`src/rtl/display_arbiter.sv`:
```
// -----------------------------------------------------------------------------
// display_arbiter
//   Shares one 4-digit multiplexed 7-segment display between two requesters
//   (0 = counter, 1 = message). Ownership changes only on scan-frame
//   boundaries, so one owner's data is never mixed into another's frame.
//   An owner keeps the display for at least HOLD_FRAMES complete frames while
//   it keeps requesting. Ties from IDLE are broken round-robin.
//
// Parameters
//   HOLD_FRAMES : minimum frames per ownership (<= 2^HOLD_W-1)
//   HOLD_W      : hold counter width
//
// Ports
//   clk         : system clock, rising edge
//   reset       : synchronous, active-high
//   tick        : one-cycle scan enable from the clock divider
//   req0, req1  : display requests
//   data0,data1 : four nibbles each, [3:0] = rightmost digit
//   gnt         : one-hot grant, 00 = idle
//   AN          : active-low digit enables, AN[0] = rightmost
//   digit       : nibble for the segment decoder
//
// Optional feature
//   LEADING_ZERO_BLANK_EN : when defined, positions 3..1 whose nibble and all
//   higher nibbles are zero are blanked (AN stays high). Position 0 is always
//   driven while owned.
// -----------------------------------------------------------------------------
module display_arbiter #(
    parameter int HOLD_FRAMES = 250,
    parameter int HOLD_W      = 8
) (
    input  logic        clk,
    input  logic        reset,
    input  logic        tick,
    input  logic        req0,
    input  logic        req1,
    input  logic [15:0] data0,
    input  logic [15:0] data1,
    output logic [1:0]  gnt,
    output logic [3:0]  AN,
    output logic [3:0]  digit
);

    // State encoding doubles as the one-hot grant.
    typedef enum logic [1:0] {
        IDLE = 2'b00,
        OWN0 = 2'b01,
        OWN1 = 2'b10
    } state_t;

    localparam logic [HOLD_W-1:0] HOLD_LOAD = HOLD_W'(HOLD_FRAMES - 1);

    state_t              state, state_nxt;
    logic [1:0]          idx;
    logic [1:0]          idx_nxt;
    logic                boundary;
    logic [HOLD_W-1:0]   hold, hold_nxt;
    logic                ptr, ptr_nxt;       // last requester served
    logic [15:0]         frame, frame_nxt;
    logic [3:0]          an_nxt;
    logic [3:0]          digit_nxt;
    logic [3:0]          upper_zero;

    assign idx_nxt  = idx + 2'd1;
    assign boundary = tick && (idx == 2'd3);

    // -------------------------------------------------------------------------
    // FSM state register
    // -------------------------------------------------------------------------
    always_ff @(posedge clk) begin
        if (reset) state <= IDLE;
        else       state <= state_nxt;
    end

    // -------------------------------------------------------------------------
    // Next-state logic: arbitration only at a frame boundary
    // -------------------------------------------------------------------------
    always_comb begin
        state_nxt = state;
        hold_nxt  = hold;
        ptr_nxt   = ptr;
        if (boundary) begin
            case (state)
                IDLE: begin
                    // Requester 0 wins a tie only if 1 was served last.
                    if (req0 && (!req1 || ptr)) begin
                        state_nxt = OWN0;
                        hold_nxt  = HOLD_LOAD;
                        ptr_nxt   = 1'b0;
                    end else if (req1) begin
                        state_nxt = OWN1;
                        hold_nxt  = HOLD_LOAD;
                        ptr_nxt   = 1'b1;
                    end
                end
                OWN0: begin
                    if (hold != '0 && req0) begin
                        hold_nxt = hold - 1'b1;
                    end else if (req1) begin
                        state_nxt = OWN1;
                        hold_nxt  = HOLD_LOAD;
                        ptr_nxt   = 1'b1;
                    end else if (req0) begin
                        hold_nxt  = HOLD_LOAD;   // re-keep: fresh hold period
                        ptr_nxt   = 1'b0;
                    end else begin
                        state_nxt = IDLE;
                    end
                end
                OWN1: begin
                    if (hold != '0 && req1) begin
                        hold_nxt = hold - 1'b1;
                    end else if (req0) begin
                        state_nxt = OWN0;
                        hold_nxt  = HOLD_LOAD;
                        ptr_nxt   = 1'b0;
                    end else if (req1) begin
                        hold_nxt  = HOLD_LOAD;
                        ptr_nxt   = 1'b1;
                    end else begin
                        state_nxt = IDLE;
                    end
                end
                default: state_nxt = IDLE;
            endcase
        end
    end

    // Frame data is captured only at a boundary so a frame is never torn.
    always_comb begin
        frame_nxt = frame;
        if (boundary) begin
            case (state_nxt)
                OWN0:    frame_nxt = data0;
                OWN1:    frame_nxt = data1;
                default: frame_nxt = 16'h0000;
            endcase
        end
    end

    // -------------------------------------------------------------------------
    // Output logic. The display registers are loaded on each tick from the
    // post-tick index and frame, so the position shown after a boundary tick
    // is digit 0 of the newly latched frame.
    // -------------------------------------------------------------------------
    always_comb begin
        gnt = state;
    end

    always_comb begin
        upper_zero[0] = 1'b0;
        upper_zero[1] = (frame_nxt[15:4]  == 12'h000);
        upper_zero[2] = (frame_nxt[15:8]  == 8'h00);
        upper_zero[3] = (frame_nxt[15:12] == 4'h0);
    end

    always_comb begin
        an_nxt    = AN;
        digit_nxt = digit;
        if (tick) begin
            if (state_nxt == IDLE) begin
                an_nxt    = 4'b1111;
                digit_nxt = 4'h0;
            end else begin
                digit_nxt = frame_nxt[{idx_nxt, 2'b00} +: 4];
`ifdef LEADING_ZERO_BLANK_EN
                if (upper_zero[idx_nxt]) an_nxt = 4'b1111;
                else                     an_nxt = ~(4'b0001 << idx_nxt);
`else
                an_nxt    = ~(4'b0001 << idx_nxt);
`endif
            end
        end
    end

`ifndef LEADING_ZERO_BLANK_EN
    // Blanking is compiled out; the leading-zero flags are intentionally idle.
    logic unused_upper_zero;
    assign unused_upper_zero = ^upper_zero;
`endif

    // -------------------------------------------------------------------------
    // Datapath registers
    // -------------------------------------------------------------------------
    always_ff @(posedge clk) begin
        if (reset) begin
            idx   <= 2'd0;
            hold  <= '0;
            ptr   <= 1'b1;      // requester 0 wins the first tie
            frame <= 16'h0000;
            AN    <= 4'b1111;
            digit <= 4'h0;
        end else begin
            if (tick) idx <= idx_nxt;
            hold  <= hold_nxt;
            ptr   <= ptr_nxt;
            frame <= frame_nxt;
            AN    <= an_nxt;
            digit <= digit_nxt;
        end
    end

endmodule

```
`config.mk`:
```
export PLATFORM = sky130hd
export DESIGN_NAME = display_arbiter
export DESIGN_NICKNAME = d
export VERILOG_FILES = /design/src/rtl/display_arbiter.sv
export SDC_FILE = /design/constraint.sdc
export NUM_CORES = 1
export LEC_CHECK = 0
export ABC_CLOCK_PERIOD_IN_PS = 3280
export BUFFER_PORTS_ARGS = -buffer_cell sky130_fd_sc_hd__buf_2
export CAP_MARGIN = 20
export CELL_PAD_IN_SITES_DETAIL_PLACEMENT = 1
export CELL_PAD_IN_SITES_GLOBAL_PLACEMENT = 1
export CORE_MARGIN = 2
export CORE_UTILIZATION = 35
export DETAILED_ROUTE_END_ITERATION = 10
export GPL_ROUTABILITY_DRIVEN = 0
export PLACE_DENSITY = 0.73
export SYNTH_ARGS = -nofsm -noshare
export SYNTH_HDL_FRONTEND = slang
export SYNTH_SLANG_ARGS = --single-unit
export TNS_END_PERCENT = 20
```
`constraint.sdc`:
```
create_clock -name clk -period 3.28 [get_ports clk]
set_input_delay 0.984 -clock clk [delete_from_list [all_inputs] [get_ports clk]]
set_output_delay 0.984 -clock clk [all_outputs]
set_load 0.02 [all_outputs]
```
==> results of run 1 <==
-- worst max-delay path, delay by kind of cell --
kind / cells / cell delay (ns)
AO/OA/AOI/OAI: 6 / 1.26
adder cells (fa/ha/maj): 1 / 0.22
AND/OR/NAND/NOR: 3 / 0.39
buffers and inverters: 3 / 0.47
-- kinds of logic after synthesis --
group | count (synthesis) | synth area share (%)
AO/OA/AOI/OAI | 94 | 28.3
XOR/XNOR | 3 | 1.12
adder cells (fa/ha/maj) | 13 | 6.93
buffers and inverters | 34 | 6.40
flip-flops | 37 | 31.6
multiplexers | 2 | 0.853
AND/OR/NAND/NOR | 120 | 24.8
-- sequential cells by signal (all words and copies together) (netlist names) --
signal	count
AN	4
digit	4
frame	16
gnt	2
hold	8
idx	2
ptr	1
-- cells in the final DEF, fill, tap and decap left out, types with 2 or more instances in the layout --
cell type / synthesis / layout
nor3b_1: 2 / 2
a21oi_2: 1 / 4
nand2_2: 1 / 2
nand2_1: 25 / 24
a222oi_1: 2 / 2
clkbuf_8: 0 / 5
a32o_1: 4 / 4
nor2_1: 53 / 53
o21ai_0: 11 / 11
ha_1: 13 / 12
nand2b_1: 7 / 7
buf_12: 0 / 2
buf_2: 6 / 46
and2_1: 4 / 4
mux2i_1: 2 / 2
a22o_1: 2 / 2
a21oi_1: 25 / 22
nor2b_1: 2 / 2
o2111ai_1: 2 / 2
a21boi_0: 2 / 2
o22ai_1: 5 / 5
dfxtp_1: 37 / 37
nor3_1: 5 / 5
o31ai_1: 2 / 2
nand3b_1: 2 / 2
nand3_1: 6 / 6
a22oi_1: 17 / 17
a221oi_1: 3 / 3
xnor2_1: 2 / 2
inv_1: 13 / 13
nand4_1: 4 / 4
buf_4: 0 / 28
-- worst paths after layout --
| path | from | endpoint | slack, ns | cells after the start |
|---|---|---|---|---|
| worst min register to register | AN[3] | AN[3] | 0.48 | 2 |
| worst min-delay path | AN[3] | AN[3] | 0.48 | 2 |
| worst max-delay path | req1 | digit[2] | 0.15 | 13 |
| worst max register to register | hold[1] | digit[2] | 0.18 | 14 |
-- stage by stage --
step	utilization (%)	hold WS, ns	instances	power (mW)	cell area [µm²]
after detailed placement	44.0	0.465	435	0.617	2830
after global routing	45.8	0.511	443	0.999	2940
after global placement	44.0	0.460	435	0.614	2830
final	45.8	0.484	443	0.950	2940
after floorplan	-	0.442	303	0.556	2370
after CTS	45.4	0.489	443	0.956	2920
-- area by class of cell --
type                       count  area (µm²)
timing repair buffer          76         480
clock buffer                   5        68.8
fill                         812        3480
inverter                      13        48.8
sequential                    37         741
tap                           77        96.3
multi-input combinational    232        1480
clock inverter                 3        21.3
-- synthesized netlist by cell type, types with 6 or more instances --
library cell / n / area [µm²]
nand3_1: 6 / 30.0
dfxtp_1: 37 / 741
ha_1: 13 / 163
nand2b_1: 7 / 43.8
buf_2: 6 / 30.0
nor2_1: 53 / 199
o21ai_0: 11 / 55.1
nand2_1: 25 / 93.8
inv_1: 13 / 48.8
clkbuf_1: 12 / 45.0
a21oi_1: 25 / 125
a22oi_1: 17 / 128
-- routing by layer --
metal / global-route usage [%] / up-vias / part of all wire [%]
met5: 0 / - / 0
met4: 5.63 / 0 / 0.83
met3: 3.75 / 8 / 4.3
met2: 37.0 / 54 / 51
met1: 26.5 / 1230 / 44
li1: - / 1207 / -
-- timing repair --
action                     CTS  global route
setup endpoints to repair    0             5
gates resized for setup      0             6
setup buffers                0             0
-- power by group --
part | leakage, nW | switching (mW) | internal, mW
combinational | 0.855 | 0.0835 | 0.0657
sequential | 0.299 | 0.00537 | 0.453
clock | 0.0445 | 0.191 | 0.151
==> results.cfg, run 1 <==
[status]
status = finished clean

[sta]
fmax_ghz = 0.319
worst_pin_slew_ns = 0.667
fin_skew_ns = 0.0165
rsz0062_at_grt = true
finalWorstSetupSlack_ns = 0.147
finalHoldViolCount = 0
post-route-period-util_pct = 95.5
final-max-slew-violation-count = 0
relSlewSlack_pct = 55.6
setup_tns_ns = 0
period_minus_slack_ns = 3.13
setup_violations = 0

[drt]
wl_per_cell_um = 16.3
vias_per_cell = 5.64
drtIter0Drc = 131
drtPass1Iterations = 6
ant_nets = 0
finalWirelength_mm = 7.22
drc = 0
vias = 2499

[critical_path]
crit_path_cell_trace = buf_2 -> nand2_2 -> a21oi_1 -> o311a_1 -> a311oi_2 -> buf_4 -> ha_1 -> nand3_1 -> buf_12 -> a2bb2oi_1 -> and2_1 -> a221oi_1 -> a32o_1
critPathKind = input port to flop
cpPeakStageDelay_ns = 0.35
cp-end-kind = flop
crit_fanout = 14
cp.required_ns = 3.48
cp_slowest_cell = o311a_1
worstPathArrival_ns = 3.34
start_kind = input port

[logic_synthesis]
ys_types = 59
ys_async_sr_fraction_pct = 0
synth_area_um2 = 2350
ys_ff_latch = 37
syn_nets = 353
synth_warnings = 0
synth_enable_flop_cells = 0
yosysSeqAreaShare_pct = 31.6
ys.flop_type = dfxtp_1
synth_area_per_cell_um2 = 7.75
synthCells = 303

[final_layout]
drive_gt1_share_pct = 27.0
syn2layout_area_growth_pct = 25.3
finalNetCount = 415
antennaDiodeCount = 0

[clocking]
clkLatencyLatePin_ns = 0.30
cts.sinks = 37
cts_buffers = 5
cts_buffer_depth = 2
cts-root-buf = clkbuf_8
tritoncts = done
hold_buffers = 0
path_clk_slew_ns = 0.09
h-tree-depth = 2

[placement]
hpwl_mm = 5.55
io_buffers = 46
dp_slack_ns = -0.250

[worst_hold_path]
hold_class = flop to flop

[global_route]
grt_overflow = 0
grt_pass1_wl_mm = 12.5
grtUsageTotal_pct = 21.1
grt_max_degree = 38
grt_pass1_vias = 2527
antenna_found_initial = 0

[power]
ir_drop_v = 0.000300
p_leak_nw = 1.20
powerDensity_nw_per_um2 = 323

[die]
fp-row-count = 29
die_h_um = 85.9
die_area_um2 = 7380
io_pins = 47
die_w_um = 85.9
core_um2 = 6420
start_util_pct = 36.5

[run]
max_cap_violations = 0
Power figures use the tool's default switching activity.
==> run 2: changes to the inputs <==
--- a/config.mk
+++ b/config.mk
@@ -14,7 +14,7 @@
 export CORE_UTILIZATION = 35
 export DETAILED_ROUTE_END_ITERATION = 10
 export GPL_ROUTABILITY_DRIVEN = 0
-export PLACE_DENSITY = 0.73
+export PLACE_DENSITY = 0.83
 export SYNTH_ARGS = -nofsm -noshare
 export SYNTH_HDL_FRONTEND = slang
 export SYNTH_SLANG_ARGS = --single-unit
==> run 2 against run 1 <==
Net effect:
- the flow now finishes with violations (design-rule violations)
- via count up 0.92%
- first-iteration DRC count shrank 8.4%
- largest power group unchanged
- critical path type unchanged
- non-clock buffer count increased by 2
- count of clock-buffer cells in the layout is the same
- power increased by 0.21%
- clock power down 1%
- global-route usage rose by 0.25 points
- setup slack worse by 0.0082 ns
- die area unchanged
- combinational power up 4%
==> results.cfg, run 2 (same netlist as run 1, synthesis figures left out) <==
[status]
status = finished with violations
violations = design-rule violations

[run]
max_cap_violations = 0

[global_route]
grt_max_degree = 38
antenna_found_initial = 0
grt_overflow = 0
grt_pass1_wl_mm = 12.5
grtUsageTotal_pct = 21.3
grt_pass1_vias = 2623

[drt]
vias = 2522
drc = 1
drtPass1Iterations = 7
wl_per_cell_um = 17.1
finalWirelength_mm = 7.59
ant_nets = 0
drtIter0Drc = 120
vias_per_cell = 5.67

[clocking]
cts_buffer_depth = 2
cts_buffers = 5
path_clk_slew_ns = 0.09
tritoncts = done
hold_buffers = 0
h-tree-depth = 2
cts-root-buf = clkbuf_8
cts.sinks = 37
post_cts_buffers = 0
clkLatencyLatePin_ns = 0.29
ctsResizeCount = 0

[critical_path]
cpLargestDelayFamily = compound AO/OA/AOI/OAI gates
critPathKind = input port to flop
worstPathArrival_ns = 3.34
crit_top_cell = a21oi_1
worst-r2r-cell-count = 12
crit_buf_inv = 3
crit_cells = 13
crit_path_cell_trace = buf_2 -> nand2_2 -> a21oi_1 -> o311a_1 -> a311oi_2 -> buf_4 -> ha_1 -> nand3_1 -> buf_12 -> nor2_1 -> a21oi_1 -> a221oi_1 -> a32o_1
cp.required_ns = 3.47
cp-startpoint = req1
cp_slowest_cell = o311a_1
cp-end-kind = flop
rr_startpoint = hold[2]
cpPeakStageDelay_ns = 0.34
crit_fanout = 16
start_kind = input port

[die]
fp-row-count = 29
core_um2 = 6420
die_w_um = 85.9
io_pins = 47
die_h_um = 85.9
start_util_pct = 36.5
die_area_um2 = 7380

[sta]
fin_skew_ns = 0.00520
period_minus_slack_ns = 3.14
rsz0062_at_grt = true
final-max-slew-violation-count = 0
fmax_ghz = 0.318
finalHoldViolCount = 0
finalWorstSetupSlack_ns = 0.139
relSlewSlack_pct = 54.8
worst_pin_slew_ns = 0.678
post-route-period-util_pct = 95.8
setup_violations = 0

[power]
p_leak_nw = 1.20
ir_drop_v = 0.000199
powerDensity_nw_per_um2 = 321

[final_layout]
largest_reg_flops = 16
syn2layout_area_growth_pct = 26.3
drive_gt1_share_pct = 27.4
layout_commonest_cell = nor2_1
antennaDiodeCount = 0
reg.largest.list = frame x16, hold x8
finalNetCount = 417
fin_util_pct = 46.2
top_register = frame
final_cell_mix = nor2_1 (53), buf_2 (46), dfxtp_1 (35), buf_4 (30), a21oi_1 (25)

[worst_hold_path]
hold_path_depth = 1
hold_class = flop to flop
hold_start = digit[2]

[placement]
io_buffers = 46
dp_slack_ns = -0.269
hpwl_mm = 5.60
## run 2: changes by cell type in the layout (fill, tap and decap cells not counted), moves of 2 or more
cell     before  now
a21oi_1      22   25
a21oi_2       4    1
buf_4        28   30
dfxtp_1      37   35
dfxtp_2       0    2
## run 2: stage by stage
step                cell area [µm²]  total power [mW]  TNS [ns]  std cells  hold WS, ns
CTS                            2930             0.958         0        445        0.484
finish                         2960             0.952         0        445        0.476
global placement               2840             0.613    -0.539        437        0.457
floorplan                      2370             0.556         0        303        0.442
global route                   2960             0.992   -0.0391        445        0.524
detailed placement             2840             0.621    -0.875        437        0.462
## run 2: layout make-up
class,count,area (µm²)
Clock buffer,5,68.8
Inverter,13,48.8
Fill cell,810,3460
Sequential cell,37,743
Tap cell,77,96.3
Timing Repair Buffer,78,495
Multi-Input combinational cell,232,1490
Clock inverter,3,21.3
## run 2: layer usage
metal / vias to the layer above / GRT usage (%) / wire length, µm
met2: 61 / 38.6 / 3970
met1: 1236 / 24.7 / 3180
met3: 14 / 3.75 / 307
met5: - / 0 / 0
li1: 1211 / - / -
met4: 0 / 8.51 / 134
## run 2: path summary, 6_finish.rpt
path | end | slack [ns]
max | digit[1] | 0.14
min | digit[2] | 0.48
max reg2reg | digit[1] | 0.15
min reg2reg | digit[2] | 0.48
## run 2: report_power, final
part	total (mW)	internal, mW	switching (mW)
combinational	0.155	0.0665	0.0885
sequential	0.459	0.453	0.00560
clock	0.338	0.151	0.187
==> run 3: changes to the inputs <==
--- a/config.mk
+++ b/config.mk
@@ -10,6 +10,7 @@
 export CAP_MARGIN = 20
 export CELL_PAD_IN_SITES_DETAIL_PLACEMENT = 1
 export CELL_PAD_IN_SITES_GLOBAL_PLACEMENT = 1
+export CORE_ASPECT_RATIO = 0.5
 export CORE_MARGIN = 2
 export CORE_UTILIZATION = 35
 export DETAILED_ROUTE_END_ITERATION = 10
==> run 3 against run 2 <==
Net effect:
- power increased by 25%
- first-iteration DRC count increased by 33%
- setup slack got worse by 0.037 ns
- non-clock buffer count decreased by 1
- register-to-register slack got worse by 0.04 ns
- the flow now finishes without violations
- clock power increased by 67%
- die area increased by 0.54%
- sequential share of layout area decreased by 1.7 points
- routed wire length increased by 7.1%
- worst hold slack improved by 0.0041 ns
- maximum frequency decreased by 1.2%
==> results.cfg, run 3 (same netlist as run 1, synthesis figures left out) <==
[final_layout]
multi_input_comb_area_um2 = 1600
syn2layout_area_growth_pct = 35.2
ff_latch_area_um2 = 742
n_fill_cell = 800
finalNetCount = 416
antennaDiodeCount = 0
instances_no_fill = 459
final_cell_mix = nor2_1 (50), buf_2 (45), dfxtp_1 (36), buf_4 (28), nand2_1 (23)
largest_reg_flops = 16
drive_gt1_share_pct = 30.5
reg.largest.list = frame x16, hold x8
top_register = frame
layout_commonest_cell = nor2_1

[clocking]
tritoncts = done
clkLatencyLatePin_ns = 0.29
cts_buffers = 5
hold_buffers = 0
path_clk_slew_ns = 0.06
h-tree-depth = 2
cts.sinks = 37
cts-root-buf = clkbuf_16
cts_buffer_depth = 2

[die]
die_area_um2 = 7420
core_um2 = 6600
io_pins = 47
start_util_pct = 35.6
die_w_um = 120
fp-row-count = 21
die_h_um = 61.9

[sta]
period_minus_slack_ns = 3.18
fmax_ghz = 0.315
holdWs_ns = 0.480
fin_skew_ns = 0.00404
worst_pin_slew_ns = 0.681
setup_violations = 0
setup_tns_ns = 0
final-max-slew-violation-count = 0
finalWorstSetupSlack_ns = 0.102
relSlewSlack_pct = 54.6
post-route-period-util_pct = 96.9
finalHoldViolCount = 0

[placement]
hpwl_mm = 5.44
dp_slack_ns = -0.330
dp.cells = 448
io_buffers = 46

[drt]
drtIter0Drc = 159
drc = 0
ant_nets = 0
wl_per_cell_um = 17.7
vias = 2613
drtPass1Iterations = 4
finalWirelength_mm = 8.13
vias_per_cell = 5.69

[critical_path]
crit_path_cell_trace = buf_2 -> nand2_2 -> o21ai_1 -> o311a_1 -> a311oi_4 -> buf_4 -> ha_4 -> nand3_4 -> buf_12 -> nor2_2 -> a21oi_2 -> a222oi_1 -> a32o_1
cp_slowest_cell = o311a_1
worstPathArrival_ns = 3.40
critPathKind = input port to flop
cp.required_ns = 3.51
crit_buf_inv = 3
crit_fanout = 8
start_kind = input port
cpPeakStageDelay_ns = 0.39
cp-end-kind = flop
cpLargestDelayFamily = compound AO/OA/AOI/OAI gates

[global_route]
grt_overflow = 0
grtUsageTotal_pct = 20.7
antenna_found_initial = 0
grt_pass1_vias = 2506
grt_max_degree = 38
grt_pass1_wl_mm = 12.1

[power]
p_leak_nw = 1.28
total_power_mw = 1.19
ir_drop_v = 0.000180
powerDensity_nw_per_um2 = 376

[status]
status = finished clean

[worst_hold_path]
hold_class = flop to flop

[run]
max_cap_violations = 0
## run 3: cell types whose count changed in the layout (fill, tap and decap cells not counted), sizes merged
cell and change:
clkinvlp -1, buf -2, clkbuf +2, inv -1, bufinv +1
## run 3: routing by layer
| metal | GRT usage [%] | vias to the layer above | routed length [µm] |
|---|---|---|---|
| met4 | 5.04 | 0 | 104 |
| met2 | 38.4 | 70 | 4170 |
| met5 | 0 | - | 0 |
| met1 | 25.3 | 1307 | 3590 |
| met3 | 4.93 | 15 | 265 |
| li1 | - | 1221 | - |
## run 3: path summary, 6_finish.rpt
kind,from,to,slack (ns),cells past startpoint
min reg2reg,AN[1],AN[1],0.48,2
max reg2reg,gnt[1],digit[3],0.11,14
min,AN[1],AN[1],0.48,2
max,req0,digit[3],0.10,13
## run 3: timing repair
action	in CTS	in global routing
pin swaps	2	7
endpoints found under the setup margin	4	4
gates resized for setup	4	26
gates cloned	0	1
setup buffers	0	2
## run 3: final cells by class
| type | count | area share [%] |
|---|---|---|
| clock buffers | 6 | 4.06 |
| clock inverters | 2 | 1.22 |
| inverters | 13 | 1.54 |
| multi-input cells | 232 | 50.3 |
| flip-flops and latches | 37 | 23.4 |
| well taps | 92 | 3.63 |
| repair buffers | 77 | 15.9 |
## run 3: worst reg2reg max path, cell delays in order (launching register included)
cell and delay (ns):
dfxtp_1 0.45, inv_1 0.11, ha_1 0.25, inv_1 0.09, o21ai_1 0.07, o311a_1 0.39
a311oi_4 0.35, buf_4 0.18, ha_4 0.13, nand3_4 0.11, buf_12 0.17, nor2_2 0.12
a21oi_2 0.05, a222oi_1 0.39, a32o_1 0.24
## run 3: per-stage QoR
stage	utilization (%)	area, µm²
finish	48.1	3170
global route	48.1	3170
CTS	45.6	3010
detailed placement	42.7	2820
global placement	42.7	2820
floorplan	-	2370
## run 3: power by group
| group | total, mW | switching [mW] | internal [mW] |
|---|---|---|---|
| Combinational | 0.167 | 0.0954 | 0.0715 |
| Clock | 0.565 | 0.204 | 0.361 |
| Sequential | 0.460 | 0.00605 | 0.454 |
